`config.mk`:
```
export PLATFORM = sky130hd
export DESIGN_NAME = program_loader_flat
export DESIGN_NICKNAME = d
export VERILOG_FILES = /design/src/rtl/program_loader_if.sv /design/src/rtl/program_loader.sv /design/src/flat_wrapper.sv
export SDC_FILE = /design/constraint.sdc
export NUM_CORES = 1
export LEC_CHECK = 0
export CAP_MARGIN = 15
export CORE_MARGIN = 5
export CORE_UTILIZATION = 37
export CTS_BUF_LIST = sky130_fd_sc_hd__clkbuf_2 sky130_fd_sc_hd__clkbuf_4 sky130_fd_sc_hd__clkbuf_8
export DETAILED_ROUTE_END_ITERATION = 7
export PLACE_DENSITY = 0.6
export SLEW_MARGIN = 20
export SYNTH_ARGS = -nofsm -noshare
export SYNTH_HDL_FRONTEND = slang
export SYNTH_SLANG_ARGS = --single-unit
```
`constraint.sdc`:
```
create_clock -name clk -period 8.47 [get_ports clk]
set_input_delay 0.847 -clock clk [delete_from_list [all_inputs] [get_ports clk]]
set_output_delay 0.847 -clock clk [all_outputs]
set_load 0.02 [all_outputs]
```
`src/rtl/program_loader_if.sv`:
```
`default_nettype none
// ============================================================================
// Module   : program_loader_if
// Brief    : Byte-stream load port and CPU fetch port of the program loader.
// Revision : 1.0 - initial release
// ============================================================================
interface program_loader_if;
    logic       start;
    logic       in_valid;
    logic [7:0] in_data;
    logic       in_last;
    logic       in_ready;
    logic [3:0] fetch_addr;
    logic [7:0] fetch_instr;
    logic       cpu_reset;
    logic       busy;
    logic       error;
    logic [4:0] count;

    // Host / CPU side
    modport master (
        output start, in_valid, in_data, in_last, fetch_addr,
        input  in_ready, fetch_instr, cpu_reset, busy, error, count
    );

    // Loader side
    modport slave (
        input  start, in_valid, in_data, in_last, fetch_addr,
        output in_ready, fetch_instr, cpu_reset, busy, error, count
    );
endinterface
`default_nettype wire

```
`src/rtl/program_loader.sv`:
```
`default_nettype none
// ============================================================================
// Module   : program_loader
// Brief    : Clears a 16x8 instruction store, loads a byte stream into it and
//            releases the CPU; LOADER_CHECKSUM_EN adds a trailing checksum byte.
// Revision : 1.0 - initial release
// ============================================================================
module program_loader #(
    parameter logic [7:0] FILL_INSTR = 8'h10
) (
    input  wire logic       clk,
    input  wire logic       reset,
    program_loader_if.slave bus
);

    localparam logic [2:0] c_st_idle  = 3'd0;
    localparam logic [2:0] c_st_clear = 3'd1;
    localparam logic [2:0] c_st_load  = 3'd2;
    localparam logic [2:0] c_st_run   = 3'd3;
    localparam logic [2:0] c_st_error = 3'd4;
`ifdef LOADER_CHECKSUM_EN
    localparam logic [2:0] c_st_check = 3'd5;
    localparam logic [2:0] c_st_load_done = c_st_check;
`else
    localparam logic [2:0] c_st_load_done = c_st_run;
`endif

    localparam int         c_depth      = 16;
    localparam logic [3:0] c_last_addr  = 4'd15;
    localparam logic [4:0] c_count_max  = 5'd16;
    localparam logic [4:0] c_count_last = 5'd15;

    logic [2:0] r_state;
    logic [2:0] w_state_next;
    logic [7:0] r_mem [c_depth];
    logic [3:0] r_clr_addr;
    logic [4:0] r_count;

    logic       w_in_ready;
    logic       w_xfer;
    logic       w_load_xfer;
    logic       w_enter_clear;
    logic       w_ck_ok;
    logic       w_mem_we;
    logic [3:0] w_mem_waddr;
    logic [7:0] w_mem_wdata;

`ifdef LOADER_CHECKSUM_EN
    logic [7:0] r_acc;
    logic [7:0] w_ck_sum;

    assign w_in_ready = (r_state == c_st_load) || (r_state == c_st_check);
    assign w_ck_sum   = r_acc + bus.in_data;
    assign w_ck_ok    = (w_ck_sum == 8'h00);
`else
    assign w_in_ready = (r_state == c_st_load);
    assign w_ck_ok    = 1'b1;
`endif

    assign w_xfer      = bus.in_valid && w_in_ready;
    assign w_load_xfer = w_xfer && (r_state == c_st_load);

    always_comb begin
        w_state_next = r_state;
        case (r_state)
            c_st_idle, c_st_run, c_st_error: begin
                if (bus.start) begin
                    w_state_next = c_st_clear;
                end
            end
            c_st_clear: begin
                if (r_clr_addr == c_last_addr) begin
                    w_state_next = c_st_load;
                end
            end
            c_st_load: begin
                // Store holds 16 entries, so the 16th byte ends the load even without in_last
                if (w_xfer && (bus.in_last || (r_count == c_count_last))) begin
                    w_state_next = c_st_load_done;
                end
            end
`ifdef LOADER_CHECKSUM_EN
            c_st_check: begin
                if (w_xfer) begin
                    w_state_next = w_ck_ok ? c_st_run : c_st_error;
                end
            end
`endif
            default: w_state_next = c_st_idle;
        endcase
    end

    assign w_enter_clear = (r_state != c_st_clear) && (w_state_next == c_st_clear);

    always_ff @(posedge clk or posedge reset) begin
        if (reset) begin
            r_state    <= c_st_idle;
            r_clr_addr <= 4'd0;
            r_count    <= 5'd0;
        end else begin
            r_state <= w_state_next;
            if (w_enter_clear) begin
                r_clr_addr <= 4'd0;
                r_count    <= 5'd0;
            end else begin
                if (r_state == c_st_clear) begin
                    r_clr_addr <= r_clr_addr + 4'd1;
                end
                if (w_load_xfer && (r_count != c_count_max)) begin
                    r_count <= r_count + 5'd1;
                end
            end
        end
    end

`ifdef LOADER_CHECKSUM_EN
    always_ff @(posedge clk or posedge reset) begin
        if (reset) begin
            r_acc <= 8'h00;
        end else if (w_enter_clear) begin
            r_acc <= 8'h00;
        end else if (w_load_xfer) begin
            r_acc <= w_ck_sum;
        end
    end
`endif

    // Single write port shared by the clear sweep and the byte stream
    always_comb begin
        w_mem_we    = 1'b0;
        w_mem_waddr = r_count[3:0];
        w_mem_wdata = bus.in_data;
        if (r_state == c_st_clear) begin
            w_mem_we    = 1'b1;
            w_mem_waddr = r_clr_addr;
            w_mem_wdata = FILL_INSTR;
        end else if (w_load_xfer) begin
            w_mem_we    = 1'b1;
        end
    end

    always_ff @(posedge clk or posedge reset) begin
        if (reset) begin
            for (int i = 0; i < c_depth; i++) begin
                r_mem[i] <= FILL_INSTR;
            end
        end else if (w_mem_we) begin
            r_mem[w_mem_waddr] <= w_mem_wdata;
        end
    end

    assign bus.in_ready    = w_in_ready;
    assign bus.fetch_instr = r_mem[bus.fetch_addr];
    assign bus.cpu_reset   = (r_state != c_st_run);
    assign bus.error       = (r_state == c_st_error);
    assign bus.count       = r_count;
`ifdef LOADER_CHECKSUM_EN
    assign bus.busy = (r_state == c_st_clear) || (r_state == c_st_load) ||
                      (r_state == c_st_check);
`else
    assign bus.busy = (r_state == c_st_clear) || (r_state == c_st_load);
`endif

endmodule
`default_nettype wire

```
`src/flat_wrapper.sv`:
```
// flat-port wrapper written by rule: the top's interface ports become plain ports
module program_loader_flat 
#(
    parameter logic [7:0] FILL_INSTR = 8'h10
)
  (clk, reset, bus_start, bus_in_valid, bus_in_data, bus_in_last, bus_fetch_addr, bus_in_ready, bus_fetch_instr, bus_cpu_reset, bus_busy, bus_error, bus_count);
  program_loader_if bus_i ();
  input  wire logic clk;
  input  wire logic reset;
  input wire logic [$bits(bus_i.start)-1:0] bus_start;
  input wire logic [$bits(bus_i.in_valid)-1:0] bus_in_valid;
  input wire logic [$bits(bus_i.in_data)-1:0] bus_in_data;
  input wire logic [$bits(bus_i.in_last)-1:0] bus_in_last;
  input wire logic [$bits(bus_i.fetch_addr)-1:0] bus_fetch_addr;
  output wire logic [$bits(bus_i.in_ready)-1:0] bus_in_ready;
  output wire logic [$bits(bus_i.fetch_instr)-1:0] bus_fetch_instr;
  output wire logic [$bits(bus_i.cpu_reset)-1:0] bus_cpu_reset;
  output wire logic [$bits(bus_i.busy)-1:0] bus_busy;
  output wire logic [$bits(bus_i.error)-1:0] bus_error;
  output wire logic [$bits(bus_i.count)-1:0] bus_count;
  assign bus_i.start = bus_start;
  assign bus_i.in_valid = bus_in_valid;
  assign bus_i.in_data = bus_in_data;
  assign bus_i.in_last = bus_in_last;
  assign bus_i.fetch_addr = bus_fetch_addr;
  assign bus_in_ready = bus_i.in_ready;
  assign bus_fetch_instr = bus_i.fetch_instr;
  assign bus_cpu_reset = bus_i.cpu_reset;
  assign bus_busy = bus_i.busy;
  assign bus_error = bus_i.error;
  assign bus_count = bus_i.count;
  program_loader #(.FILL_INSTR(FILL_INSTR)) u_core (.clk(clk), .reset(reset), .bus(bus_i));
endmodule
```
* Word-level counts from Yosys, hierarchy flattened
Cells that the tools add are included.
Operators by class: $add $sub $neg 2, multiply operators 0, div/mod/pow operators 0, order comparisons 3, eq/ne operators 10, shift-type cells 0, multiplexer cells 18, bitwise logic cells 2, reductions and logical operators 12
Operators by type and width (count):
- 128-bit bitwise mux | 1
- 8-bit binary-select mux with 4-bit select | 1
- 8-bit demux with 4-bit select | 1
- 8-bit two-way mux | 4
- 4-bit two-way mux | 3
- 5-bit >= comparator (second input constant) | 2
- 5-bit two-way mux | 2
- 4-bit NOT with 5-bit output | 2
- 3-bit two-way mux | 3
- 3-bit case mux with 3 select lines | 1
- 3-bit by 1-bit == test with 1-bit output (second input constant) | 2
- 3-bit by 2-bit == test with 1-bit output (second input constant) | 2
- 1-bit logical AND | 6
- 5-bit by 1-bit adder with 5-bit output (second input constant) | 1
- 5-bit by 4-bit == test with 1-bit output (second input constant) | 1
- 5-bit by 1-bit < comparator with 1-bit output (second input constant) | 1
- 5-bit != test (second input constant) | 1
- 4-bit by 1-bit adder with 4-bit output (second input constant) | 1
- 4-bit == test (second input constant) | 1
- 2-bit nonzero test | 2
- 3-bit == test (second input constant) | 1
- 3-bit zero test | 1
- 3-bit by 1-bit != test with 1-bit output (second input constant) | 1
- 3-bit by 2-bit != test with 1-bit output (second input constant) | 1
- 3 further kinds | 5
Word-level totals: register bits after elaboration 140, bits in latches 0, RAM bits 0, ROM bits 0, input bits 17, output and inout port bits 17, logic and storage cells 66, memories kept 0

* Logic depth before layout (Yosys ltp)
depth in word-level cells 8, mapped depth 7, gate-level depth less buffers 6

* Worst setup path after synthesis
OpenSTA, ideal clock, no wires.
kind input port to output port, from input port bus_fetch_addr[0], to output port bus_fetch_instr[1], arrival 2.362 ns, required time 7.623 ns, slack 5.261 ns, stages on the path 5, buffers on the path 2, cell sequence clkbuf_1 > buf_1 > mux4_2 > a22oi_1 > nand2_1
On the way: longest elaborated chain between the ends 4
RTL lines:
- start, declared | RTL line flat_wrapper.sv:14 | input wire logic [$bits(bus_i.fetch_addr)-1:0] bus_fetch_addr;
- 4-bit NOT with 5-bit output (not written as such) | RTL line program_loader.sv:153 | assign bus.fetch_instr = r_mem[bus.fetch_addr];
- 8-bit binary-select mux with 4-bit select | RTL line program_loader.sv:153
- 8-bit two-way mux (not written as such) (2 in series) | RTL line program_loader.sv:153
- end, declared | RTL line flat_wrapper.sv:16 | output wire logic [$bits(bus_i.fetch_instr)-1:0] bus_fetch_instr;
Every way passes these cells. The select of a mux whose other input is x is not followed.

* Final worst setup path
from input port bus_fetch_addr[1], to output port bus_fetch_instr[1]
The elaborated chain is that of the path after synthesis.

==> impl_metrics.py <==
metrics = {
    "status": {
        "outcome": "complete, no violations",
    },
    "layout": {
        "diodes": 0,
        "syn2layout_area_growth_pct": 13.9,
        "seq_area_um2": 3520,
        "fill_cells": 1674,
        "final_cell_area_um2": 7620,
        "layout.nets": 577,
        "drive_gt1_share_pct": 16.9,
        "multi_input_comb_area_um2": 2930,
    },
    "logic_synthesis": {
        "synth.distinct_cells": 52,
        "syn_avg_cell_area_um2": 12.5,
        "synth-edff-count": 0,
        "async_flop_share_pct": 100,
        "yosys_warnings": 0,
        "synth_nets": 557,
        "ys.flop_type": "dfrtp_1",
        "yosysSeqAreaShare_pct": 52.7,
        "synth_area_um2": 6690,
        "postSynthCellCount": 536,
        "ys_ff_latch": 140,
    },
    "timing": {
        "hold_viol_final": 0,
        "rsz0062_at_grt": "false",
        "fin_skew_ns": 0.0107,
        "fin_crit_ns": 4.14,
        "holdWs_ns": 0.462,
        "setup_viol_count_final": 0,
        "slew_headroom_pct": 30.0,
        "fin_setup_tns_ns": 0,
        "layout_setup_ws_ns": 4.33,
        "tightest_slew_ns": 1.04,
        "fmax_mhz": 242,
        "drv_slew": 0,
        "fin_crit_sh_pct": 48.8,
    },
    "worst_setup_path": {
        "slowest_delay_ns": 0.56,
        "crit_type": "input port to primary output",
        "arrival_ns": 3.29,
        "critical_path.cell_chain": "clkdlybuf4s50_1 -> buf_4 -> mux4_2 -> a22oi_1 -> nand2_1 -> clkdlybuf4s50_1",
        "crit_top_cell": "clkdlybuf4s50_1",
        "crit_fanout": 32,
        "crit_path_start": "bus_fetch_addr[1]",
        "critPathLaunchType": "input port",
        "worstPathRequired_ns": 7.62,
        "end_kind": "primary output",
        "crit_slowest_cell": "mux4_2",
        "r2r_start": "u_core.r_state[2]$_DFF_PP0_",
    },
    "run": {
        "maxCapViolCount": 0,
    },
    "min_path": {
        "min_path_type": "register to register",
        "worstHoldStart": "u_core.r_mem[20]$_DFFE_PP1P_",
    },
    "detailed_routing": {
        "wl_met1_um": 8700,
        "avgViaCountPerCell": 6.22,
        "dr_wl_met3_um": 1660,
        "wl_per_cell_um": 24.5,
        "ant_nets": 0,
        "drt-initial-drc-count": 588,
        "drt_first_pass_iters": 5,
        "routed_wl_um": 19500,
        "vias": 4965,
        "drc": 0,
        "highest_layer": "met4",
        "met2_length_um": 8790,
    },
    "global_routing": {
        "grt_usage_pct": 20.0,
        "grt_pass1_vias": 5090,
        "grt_pass1_wl_um": 31200,
        "antenna_found_initial": 0,
        "grt_max_degree": 88,
        "grt_overflow": 0,
    },
    "cts": {
        "htreeDepth": 4,
        "cts_tree": "done",
        "worst_skew_pair.late_latency_ns": 0.46,
        "cts-buffers-inserted": 17,
        "hold_buffers": 0,
        "post_cts_buffers": 0,
        "cts.sinks": 140,
        "cts_resized": 0,
        "path_clk_slew_ns": 0.08,
        "clockBufferDepth": 2,
        "ctsRootBufferMaster": "clkbuf_8",
    },
    "placement": {
        "dp_hpwl_um": 13400,
        "gp_congestion": 0.874,
        "portBuffers": 33,
        "pre_cts_ws_ns": 4.33,
        "place_area_um2": 7180,
    },
    "pwr": {
        "p_int_uw": 1210,
        "switching_share_pct": 37.0,
        "pwr-share-clk_pct": 29.5,
        "power_frac_seq_pct": 41.0,
        "p_switching_uw": 710,
        "powerDensity_nw_per_um2": 252,
        "peakVddDrop_mv": 0.127,
        "leakagePower_uw": 0.00325,
        "comb_power_share_pct": 29.5,
    },
    "floorplan": {
        "rows": 49,
        "ioPinCount": 34,
        "die_area_um2": 20900,
        "core-area_um2": 17900,
        "die_x_um": 144,
        "initial_core_util_pct": 37.4,
        "die_h_um": 144,
    },
}
[synthesized netlist by cell type (all sizes together), types with 4 or more instances]
cell / n / area [µm²]
a31oi: 6 / 37.5
a22o: 56 / 490
o21a: 4 / 30.0
nor3: 6 / 30.0
a2bb2oi: 8 / 70.1
nand3: 10 / 50.1
and2: 4 / 25.0
a21oi: 5 / 25.0
o2bb2ai: 56 / 490
nor4: 4 / 43.8
o21ai: 9 / 48.8
or2: 4 / 25.0
nor2b: 9 / 56.3
o31ai: 4 / 30.0
ha: 4 / 50.1
a22oi: 26 / 195
inv: 27 / 101
dfrtp: 124 / 3100
clkbuf: 15 / 56.3
dfstp: 16 / 420
mux4: 32 / 721
buf: 19 / 87.6
and3: 5 / 31.3
nor2: 14 / 52.6
nand2: 36 / 135
[layer usage]
| layer | vias to the layer above | track usage (%) |
|---|---|---|
| met5 | - | 0 |
| met4 | 0 | 5.25 |
| met3 | 21 | 6.91 |
| met2 | 230 | 28.9 |
| met1 | 2578 | 28.9 |
| li1 | 2136 | - |
[cells in the final DEF (no fill, tap or decap), types with 3 or more instances in the layout]
cell	instances
a2111o_1	3
a21oi_1	5
a22o_1	56
a22oi_1	26
a2bb2oi_1	8
a31oi_1	6
and2_1	3
and3_1	5
clkbuf_8	22
clkdlybuf4s50_1	32
clkinvlp_4	5
dfrtp_1	124
dfstp_2	16
ha_1	4
inv_1	26
mux4_2	32
nand2_1	36
nand2b_1	3
nand3_1	10
nor2_1	14
nor2b_1	9
nor3_1	5
nor4_2	3
o21a_1	4
o21ai_0	7
o2bb2ai_1	56
o31ai_1	4
or2_2	4
or4_1	3
[area by class of cell]
type                            instances  area share, %
Inverter                               27           1.40
Timing Repair Buffer                   35           4.55
Tap cell                              229           3.76
Sequential cell                       140           46.2
Multi-Input combinational cell        335           38.5
Clock inverter                          8           1.40
Clock buffer                           24           4.17
[critical path, delay by kind of cell]
kind / cells / cell delay (ns)
buf+inv: 3 / 1.41
compound gates: 1 / 0.34
simple gates: 1 / 0.11
mux: 1 / 0.56
[kinds of logic after synthesis]
group / after synthesis / synth area share [%]
mux: 34 / 11.1
compound gates: 183 / 22.4
xor+xnor: 2 / 0.262
buf+inv: 61 / 3.67
simple gates: 111 / 9.00
fa+ha+maj: 5 / 0.898
flops: 140 / 52.7
[sequential cells by signal, summed over array words and instances, names as in the netlist]
signal / flops
u_core.r_mem: 128
u_core.bus.count: 5
u_core.r_clr_addr: 4
u_core.r_state: 3
[metrics by stage]
| step | total power [µW] | utilization [%] | instances |
|---|---|---|---|
| finish | 1920 | 42.6 | 798 |
| global route | 2020 | 42.6 | 798 |
| CTS | 1920 | 42.5 | 798 |
| detailed placement | 1350 | 40.1 | 766 |
| global placement | 1340 | 40.1 | 766 |
| floorplan | 1170 | - | 536 |
[worst paths after layout]
| check | slack, ns | end | cells past startpoint |
|---|---|---|---|
| setup / recovery | 4.33 | bus_fetch_instr[1] | 6 |
| hold / removal | 0.46 | u_core.r_mem[20]$_DFFE_PP1P_ | 2 |
| setup reg to reg | 5.47 | u_core.r_mem[47]$_DFFE_PP0P_ | 4 |
| hold reg to reg | 0.46 | u_core.r_mem[20]$_DFFE_PP1P_ | 2 |
| max in group asynchronous | 6.49 | u_core.r_mem[38]$_DFFE_PP0P_ | 3 |
| min in group asynchronous | 0.81 | u_core.r_mem[106]$_DFFE_PP0P_ | 2 |
[power by group through the flow]
stage / registers (µW) / clock network, µW / logic, µW
floorplan: 764 / 0 / 405
global placement: 794 / 0 / 543
detailed placement: 797 / 0 / 553
CTS: 786 / 579 / 554
global route: 797 / 609 / 610
finish: 787 / 567 / 565
Note: power is estimated with default switching activity, not from simulation.
